<file path="config.mk">
export PLATFORM = sky130hd
export DESIGN_NAME = bias_add_relu_stage
export DESIGN_NICKNAME = d
export VERILOG_FILES = /design/src/rtl/layer_pkg.sv /design/src/rtl/bias_sat_lane.sv /design/src/rtl/bias_add_relu_stage.sv
export SDC_FILE = /design/constraint.sdc
export NUM_CORES = 2
export LEC_CHECK = 0
export CAP_MARGIN = 20
export CORE_MARGIN = 1.5
export CORE_UTILIZATION = 30
export DETAILED_ROUTE_END_ITERATION = 16
export PLACE_DENSITY = 0.62
export RECOVER_POWER = 50
export SYNTH_ARGS = -nofsm -noshare
export SYNTH_HDL_FRONTEND = slang
export SYNTH_SLANG_ARGS = --single-unit
</file>
<file path="constraint.sdc">
create_clock -name clk -period 5 [get_ports clk]
set_input_delay 0.75 -clock clk [delete_from_list [all_inputs] [get_ports clk]]
set_output_delay 0.75 -clock clk [all_outputs]
set_load 0.02 [all_outputs]
</file>
<file path="src/rtl/layer_pkg.sv">
// Shared layer constants: lane width, saturation limits, packed-lane slice helper.
// Latency: none (types/constants only).
// Backpressure: none.
package layer_pkg;

    localparam int DATA_W    = 18;
    localparam int MAX_LANES = 64;
    localparam int BUS_W     = MAX_LANES * DATA_W;

    localparam logic [DATA_W-1:0] SAT_MAX = 18'h1FFFF;
    localparam logic [DATA_W-1:0] SAT_MIN = 18'h20000;

    typedef logic [BUS_W-1:0] lane_bus_t;

    // Lane idx of a packed bundle; lane i occupies bits [DATA_W*(i+1)-1 : DATA_W*i].
    function automatic logic [DATA_W-1:0] lane_slice(input lane_bus_t bus, input int idx);
        return bus[idx*DATA_W +: DATA_W];
    endfunction

endpackage

</file>
<file path="src/rtl/bias_sat_lane.sv">
// One lane of the second stage: saturate a widened sum to DATA_W, then optional ReLU.
// Latency: combinational.
// Backpressure: none; the enclosing pipeline decides when the result is captured.
module bias_sat_lane
    import layer_pkg::*;
#(
    parameter bit RELU_EN = 1'b1
) (
    input  logic [DATA_W:0]   i_sum,
    output logic [DATA_W-1:0] o_dat,
    output logic              o_sat
);

    logic              w_ovf;
    logic              w_unf;
    logic [DATA_W-1:0] w_sat_dat;

    // Clamp on sign/carry disagreement; ReLU sees the clamped value so an underflow still flags.
    always_comb begin
        w_ovf = !i_sum[DATA_W] &&  i_sum[DATA_W-1];
        w_unf =  i_sum[DATA_W] && !i_sum[DATA_W-1];
        if (w_ovf) begin
            w_sat_dat = SAT_MAX;
        end else if (w_unf) begin
            w_sat_dat = SAT_MIN;
        end else begin
            w_sat_dat = i_sum[DATA_W-1:0];
        end
        o_sat = w_ovf | w_unf;
        o_dat = (RELU_EN && w_sat_dat[DATA_W-1]) ? '0 : w_sat_dat;
    end

endmodule

</file>
<file path="src/rtl/bias_add_relu_stage.sv">
// Adds per-lane bias to adder-tree sums, saturates, optional ReLU; counts pixels per frame.
// Latency: 2 cycles input handshake to out_valid, 1 beat/cycle throughput.
// Backpressure: two-slot shift pipe; in_ready drops only when both stages hold data and out_ready is low.
module bias_add_relu_stage #(
    parameter int N_adder_tree  = 16,
    parameter int DATA_W        = 18,
    parameter bit RELU_EN       = 1'b1,
    parameter int PIX_PER_FRAME = 196
) (
    input  logic                         clk,
    input  logic                         rst,
    input  logic [N_adder_tree*DATA_W-1:0] bias_q,
    input  logic                         in_valid,
    output logic                         in_ready,
    input  logic [N_adder_tree*DATA_W-1:0] in_data,
    output logic                         out_valid,
    input  logic                         out_ready,
    output logic [N_adder_tree*DATA_W-1:0] out_data,
    output logic                         sat_flag,
    output logic                         frame_done
);
    import layer_pkg::*;

    localparam int BUS   = N_adder_tree * DATA_W;
    localparam int CNT_W = (PIX_PER_FRAME > 1) ? $clog2(PIX_PER_FRAME) : 1;

    logic                              w_s1_adv;
    logic                              w_s2_adv;
    logic                              w_out_hs;
    logic                              w_last_pix;
    lane_bus_t                         w_in_ext;
    lane_bus_t                         w_bias_ext;
    logic [N_adder_tree-1:0][DATA_W:0] w_s1_sum_nxt;
    logic [BUS-1:0]                    w_s2_dat_nxt;
    logic [N_adder_tree-1:0]           w_lane_sat;

    logic                              r_s1_vld;
    logic [N_adder_tree-1:0][DATA_W:0] r_s1_sum;
    logic                              r_s2_vld;
    logic [BUS-1:0]                    r_s2_dat;
    logic                              r_s2_sat;
    logic [CNT_W-1:0]                  r_pix_cnt;
    logic                              r_frame_done;

    assign w_s2_adv   = !r_s2_vld || out_ready;
    assign w_s1_adv   = !r_s1_vld || w_s2_adv;
    assign w_out_hs   = r_s2_vld && out_ready;
    assign w_last_pix = (r_pix_cnt == CNT_W'(PIX_PER_FRAME - 1));

    assign w_in_ext   = BUS_W'(in_data);
    assign w_bias_ext = BUS_W'(bias_q);

    for (genvar g = 0; g < N_adder_tree; g++) begin : g_lane
        logic [DATA_W-1:0] w_in_lane;
        logic [DATA_W-1:0] w_bias_lane;

        assign w_in_lane       = lane_slice(w_in_ext, g);
        assign w_bias_lane     = lane_slice(w_bias_ext, g);
        assign w_s1_sum_nxt[g] = {w_in_lane[DATA_W-1], w_in_lane}
                               + {w_bias_lane[DATA_W-1], w_bias_lane};

        bias_sat_lane #(
            .RELU_EN (RELU_EN)
        ) u_sat (
            .i_sum (r_s1_sum[g]),
            .o_dat (w_s2_dat_nxt[g*DATA_W +: DATA_W]),
            .o_sat (w_lane_sat[g])
        );
    end

    // Stage 1: capture widened sums whenever the slot is free or draining forward.
    always_ff @(posedge clk) begin
        if (rst) begin
            r_s1_vld <= 1'b0;
            r_s1_sum <= '0;
        end else if (w_s1_adv) begin
            r_s1_vld <= in_valid;
            if (in_valid) begin
                r_s1_sum <= w_s1_sum_nxt;
            end
        end
    end

    // Stage 2: hold saturated lanes and beat-level sat flag until the consumer takes them.
    always_ff @(posedge clk) begin
        if (rst) begin
            r_s2_vld <= 1'b0;
            r_s2_dat <= '0;
            r_s2_sat <= 1'b0;
        end else if (w_s2_adv) begin
            r_s2_vld <= r_s1_vld;
            if (r_s1_vld) begin
                r_s2_dat <= w_s2_dat_nxt;
                r_s2_sat <= |w_lane_sat;
            end
        end
    end

    // Pixel counter wraps on the last output handshake of a frame and pulses frame_done next cycle.
    always_ff @(posedge clk) begin
        if (rst) begin
            r_pix_cnt    <= '0;
            r_frame_done <= 1'b0;
        end else begin
            r_frame_done <= w_out_hs && w_last_pix;
            if (w_out_hs) begin
                r_pix_cnt <= w_last_pix ? '0 : r_pix_cnt + 1'b1;
            end
        end
    end

    assign in_ready   = w_s1_adv && !rst;
    assign out_valid  = r_s2_vld;
    assign out_data   = r_s2_dat;
    assign sat_flag   = r_s2_sat;
    assign frame_done = r_frame_done;

endmodule

</file>
### Word-level counts from Yosys, hierarchy flattened

Cells that the tools add are included.

| word-level totals | value |
|---|---|
| register bits | 604 |
| bits of input ports | 580 |
| output and inout port bits | 292 |
| word-level logic and storage cells | 180 |

| cells by class | value |
|---|---|
| $add $sub $neg | 17 |
| equal/unequal tests | 1 |
| multiplexer cells | 49 |
| bitwise gates (word level) | 16 |
| reductions and logical operators | 75 |

Operators with widths:

| kind | count |
|---|---|
| $mux 18 | 32 |
| $add 18x18->19 | 16 |
| $mux 17 | 16 |
| $logic_and 1x1->1 | 35 |
| $logic_not 1->1 | 35 |
| $or 1x1->1 | 16 |
| $reduce_or 16->1 | 1 |
| $add 8x1->8 const B | 1 |
| $eq 8x8->1 const B | 1 |
| $mux 8 | 1 |
| $reduce_and 2->1 | 2 |
| $logic_or 1x1->1 | 2 |

### Longest topological paths before layout

| logic depth | value |
|---|---|
| word-level depth | 5 |
| depth in mapped cells | 11 |
| mapped depth without buffers | 11 |

### By module

A second synthesis with hierarchy kept.

| second synthesis, totals | value |
|---|---|
| cells, all modules | 4814 |
| area total of the unflattened synthesis | 37858.8 µm² |

Modules (own cells, without submodules):

| module | times used | cells an instance | area an instance (µm²) | seq. area each (µm²) |
|---|---|---|---|---|
| bias_add_relu_stage | 1 | 4350 | 33975.1 | 12091.6 |
| bias_sat_lane | 16 | 29 | 242.7 | 0.0 |

### Least setup slack after synthesis

OpenSTA, ideal clock, no wires.

| path | value |
|---|---|
| path kind | input to register |
| start | input bias_q[108] |
| end | register r_s1_sum[130] in the netlist's numbering |
| library setup time | 0.123 ns |
| data arrival time | 2.741 ns |
| required time | 4.877 ns |
| path slack | 2.136 ns |
| cell stages on the path | 11 |
| buffers on the path | 0 |
| cells stage by stage | ha_1 inv_1 fa_1 nor2b_1 o21ai_0 a21boi_0 o41ai_1 o311ai_0 a21oi_1 mux2i_1 nand3_1 |

| between the ends | value |
|---|---|
| cells in the longest elaborated chain, start to end | 1 |

Ends and longest elaborated chain:

| what | line | source |
|---|---|---|
| start: declaration | bias_add_relu_stage.sv:12 | `input logic [N_adder_tree*DATA_W-1:0] bias_q,` |
| $add 18x18->19 | bias_add_relu_stage.sv:60 | `+ {w_bias_lane[DATA_W-1], w_bias_lane};` |
| end signal: assignment | bias_add_relu_stage.sv:79 | `r_s1_sum <= w_s1_sum_nxt;` |
| end: declaration | bias_add_relu_stage.sv:38 | `logic [N_adder_tree-1:0][DATA_W:0] r_s1_sum;` |

No other way between the ends.
A chain may end at the register's enable or synchronous reset.

### Worst setup path after layout

| path | value |
|---|---|
| start | input out_ready |
| end | register r_s2_dat[213] (netlist: out_data[213]) |

| between the ends | value |
|---|---|
| cells in the longest elaborated chain, start to end | 2 |

Ends and longest elaborated chain:

| what | line | source |
|---|---|---|
| start: declaration | bias_add_relu_stage.sv:17 | `input logic out_ready,` |
| $logic_or 1x1->1 | bias_add_relu_stage.sv:45 | `assign w_s2_adv = !r_s2_vld \|\| out_ready;` |
| $reduce_and 2->1 (no source line) | - |  |
| end signal: assignment | bias_add_relu_stage.sv:93 | `r_s2_dat <= w_s2_dat_nxt;` |
| end: declaration | bias_add_relu_stage.sv:40 | `logic [BUS-1:0] r_s2_dat;` |

No other way between the ends.

==> flow_metrics.tcl <==
set metrics [dict create \
    multiInputGateArea_um2 21300 \
    async_flop_share_pct 0 \
    synth_top_cell_area_share_pct 34.0 \
    status "complete, but fails checks" \
    antenna_found_initial 11 \
    yosysWarnings 0 \
    crit_chain "dlygate4sd3_1 -> nor2b_1 -> nor2b_1 -> clkbuf_4 -> o21ai_0 -> a21oi_1" \
    rr_worst_depth 5 \
    final_nets 6021 \
    ios 872 \
    post_cts_buffers 0 \
    crit_top_cell "nor2b_1" \
    ys_types 71 \
    fin_util_pct 40.8 \
    rsz0062_at_grt "no" \
    yosys.cell_count.top_type "a21oi_1" \
    via_per_inst 5.20 \
    hpwl_mm 102 \
    initial_core_util_pct 30.3 \
    cp_max_fo 156 \
    area_growth_pct 34.9 \
    ys_ff_latch 588 \
    cts_tree "yes" \
    setup_viol 0 \
    cts_buffers 70 \
    period_minus_slack_ns 3.82 \
    htreeDepth 3 \
    clk_pin_slew_worst_paths_ns 0.06 \
    failed_checks "max-capacitance violations, max-slew violations" \
    grt_max_degree 192 \
    worst_slack_ns 1.18 \
    path_buf_inv 2 \
    synth_edf_count 0 \
    grt_pass1_wl_mm 200 \
    design_area_um2 46700 \
    synth_cells 4397 \
    grt_pass1_vias 32900 \
    first_pass_iters 7 \
    first_iter_violations 2025 \
    die_h_um 343 \
    grt.overflow.total 0 \
    cts_buffer_depth 3 \
    post-place-ws_ns 0.985 \
    end_kind "flop" \
    period_share_pct 76.4 \
    routabilityCongestion 0.944 \
    r2r_setup_slack_ns 1.50 \
    wl_per_cell_um 20.1 \
    vias 34700 \
    hold_buffers 0 \
    final_antenna_net_count 0 \
    slew_viol_final 557 \
    power_leakage_uw 0.0188 \
    ys.flop_type "dfxtp_1" \
    required_ns 5.52 \
    synth_common_cells "a21oi_1, dfxtp_1, o21ai_0" \
    clock_sinks 588 \
    startpoint_type "input port" \
    max_freq_ghz 0.262 \
    rows 124 \
    coreArea_um2 114000 \
    yosys.area.top_type "dfxtp_1" \
    power.density_nw_per_um2 317 \
    fp.dieArea_um2 117000 \
    fin_setup_tns_ns 0 \
    arrival_ns 4.34 \
    hold_class "reg -> reg" \
    place_area_um2 44400 \
    skew_ns 0.0267 \
    clk_latency_ns 0.62 \
    relSlewSlack_pct -94.0 \
    route.detailed.drc 0 \
    die_x_um 343 \
    cp_num_cells 6 \
    synth_area_per_cell_um2 7.87 \
    drt-total-wl_mm 134 \
    cts.repair.resized 0 \
    crit_path_top_delay_cell "clkbuf_4" \
    placement.io_buffers 855 \
    regArea_um2 11800 \
    synth_seq_area_share_pct 34.0 \
    worst_slew_pin_slew_ns 2.91 \
    grtUsageTotal_pct 21.8 \
    critPathTopFamily "buffers and inverters" \
    yosys-top-cells-area "dfxtp_1, a21oi_1, ha_1" \
    hold_depth 2 \
    finalHoldViolCount 0 \
    ir_drop_mv 0.213 \
    netlist_area_um2 34600 \
    root_buffer "clkbuf_16" \
    drive_gt1_share_pct 3.30 \
    crit_type "in -> reg" \
    fill_cells 11600 \
    drv_cap 4 \
    critPathMaxStageDelay_ns 1.31 \
]
per-stage QoR:
step	hold WS, ns	power [uW]	instances
final	0.448	14800	6660
after global routing	0.464	15600	6660
after CTS	0.451	15000	6655
after detailed placement	0.443	9680	6527
after global placement	0.436	9660	6527
after floorplan	0.425	7930	4412
worst paths after layout:
| kind | endpoint | start |
|---|---|---|
| max | out_data[213]$_SDFFE_PP0P_ | out_ready |
| min | r_s1_sum[280]$_SDFFE_PP0P_ | r_s1_sum[280]$_SDFFE_PP0P_ |
| max reg2reg | out_data[213]$_SDFFE_PP0P_ | out_valid$_SDFFE_PP0P_ |
| min reg2reg | r_s1_sum[280]$_SDFFE_PP0P_ | r_s1_sum[280]$_SDFFE_PP0P_ |
power breakdown:
part | total (uW) | internal (uW) | switching, uW
sequential | 5340 | 5110 | 230
clock | 5240 | 3110 | 2140
combinational | 4240 | 1820 | 2410
total | 14800 | 10000 | 4780
tightest hold or removal path: cells and delay by family, from the launching register on:
family,cells,cell delay [ns]
DFF,1,0.32
AOI/OAI and AO/OA,1,0.05
and+or+nand+nor,1,0.04
registers in the layout (all words and copies together) (netlist names):
name,cells
frame_done,1
r_s1_sum,304
out_valid,1
out_data,272
r_pix_cnt,8
r_s1_vld,1
sat_flag,1
cells by family (layout without fill, tap and decap cells):
logic type,after synthesis,in the layout,share of synthesized area (%)
compound gates,1817,1817,29.7
xor+xnor,193,193,4.88
fa+ha+maj,353,353,13.1
buf+inv,420,1152,4.74
flops,588,588,34.0
mux,7,7,0.206
other cells,1,20,0.0108
simple gates,1018,1018,13.3
routing by layer:
metal | vias up | track usage [%] | share of wire [%]
li1 | 17100 | - | -
met1 | 16300 | 26.7 | 42
met3 | 191 | 5.28 | 7.3
met4 | 8 | 8.56 | 3.7
met2 | 1092 | 36.6 | 47
met5 | - | 0 | 0.032
cell usage in the layout (no fill, tap or decap), types with 59 or more instances in the layout:
cell type and n:
clkdlybuf4s50_1 708, xnor2_1 113, dlygate4sd3_1 146, nand2_1 446
a21o_1 97, dfxtp_1 588, nand3_1 62, o21ai_0 487
ha_1 337, a211oi_1 59, o21a_1 61, nor2b_1 62
inv_1 134, a21oi_1 903, nor2_1 223, xor2_1 80
clkbuf_16 72
cell type report:
class | instances | share of cell area (%)
Clock buffer | 99 | 4.35
Multi-Input combinational cell | 3404 | 45.6
Clock inverter | 29 | 0.664
Timing Repair Buffer | 889 | 19.0
Sequential cell | 588 | 25.2
Antenna cell | 4 | 0.0214
Tap cell | 1512 | 4.05
Inverter | 135 | 1.10
Power figures use the tool's default switching activity.
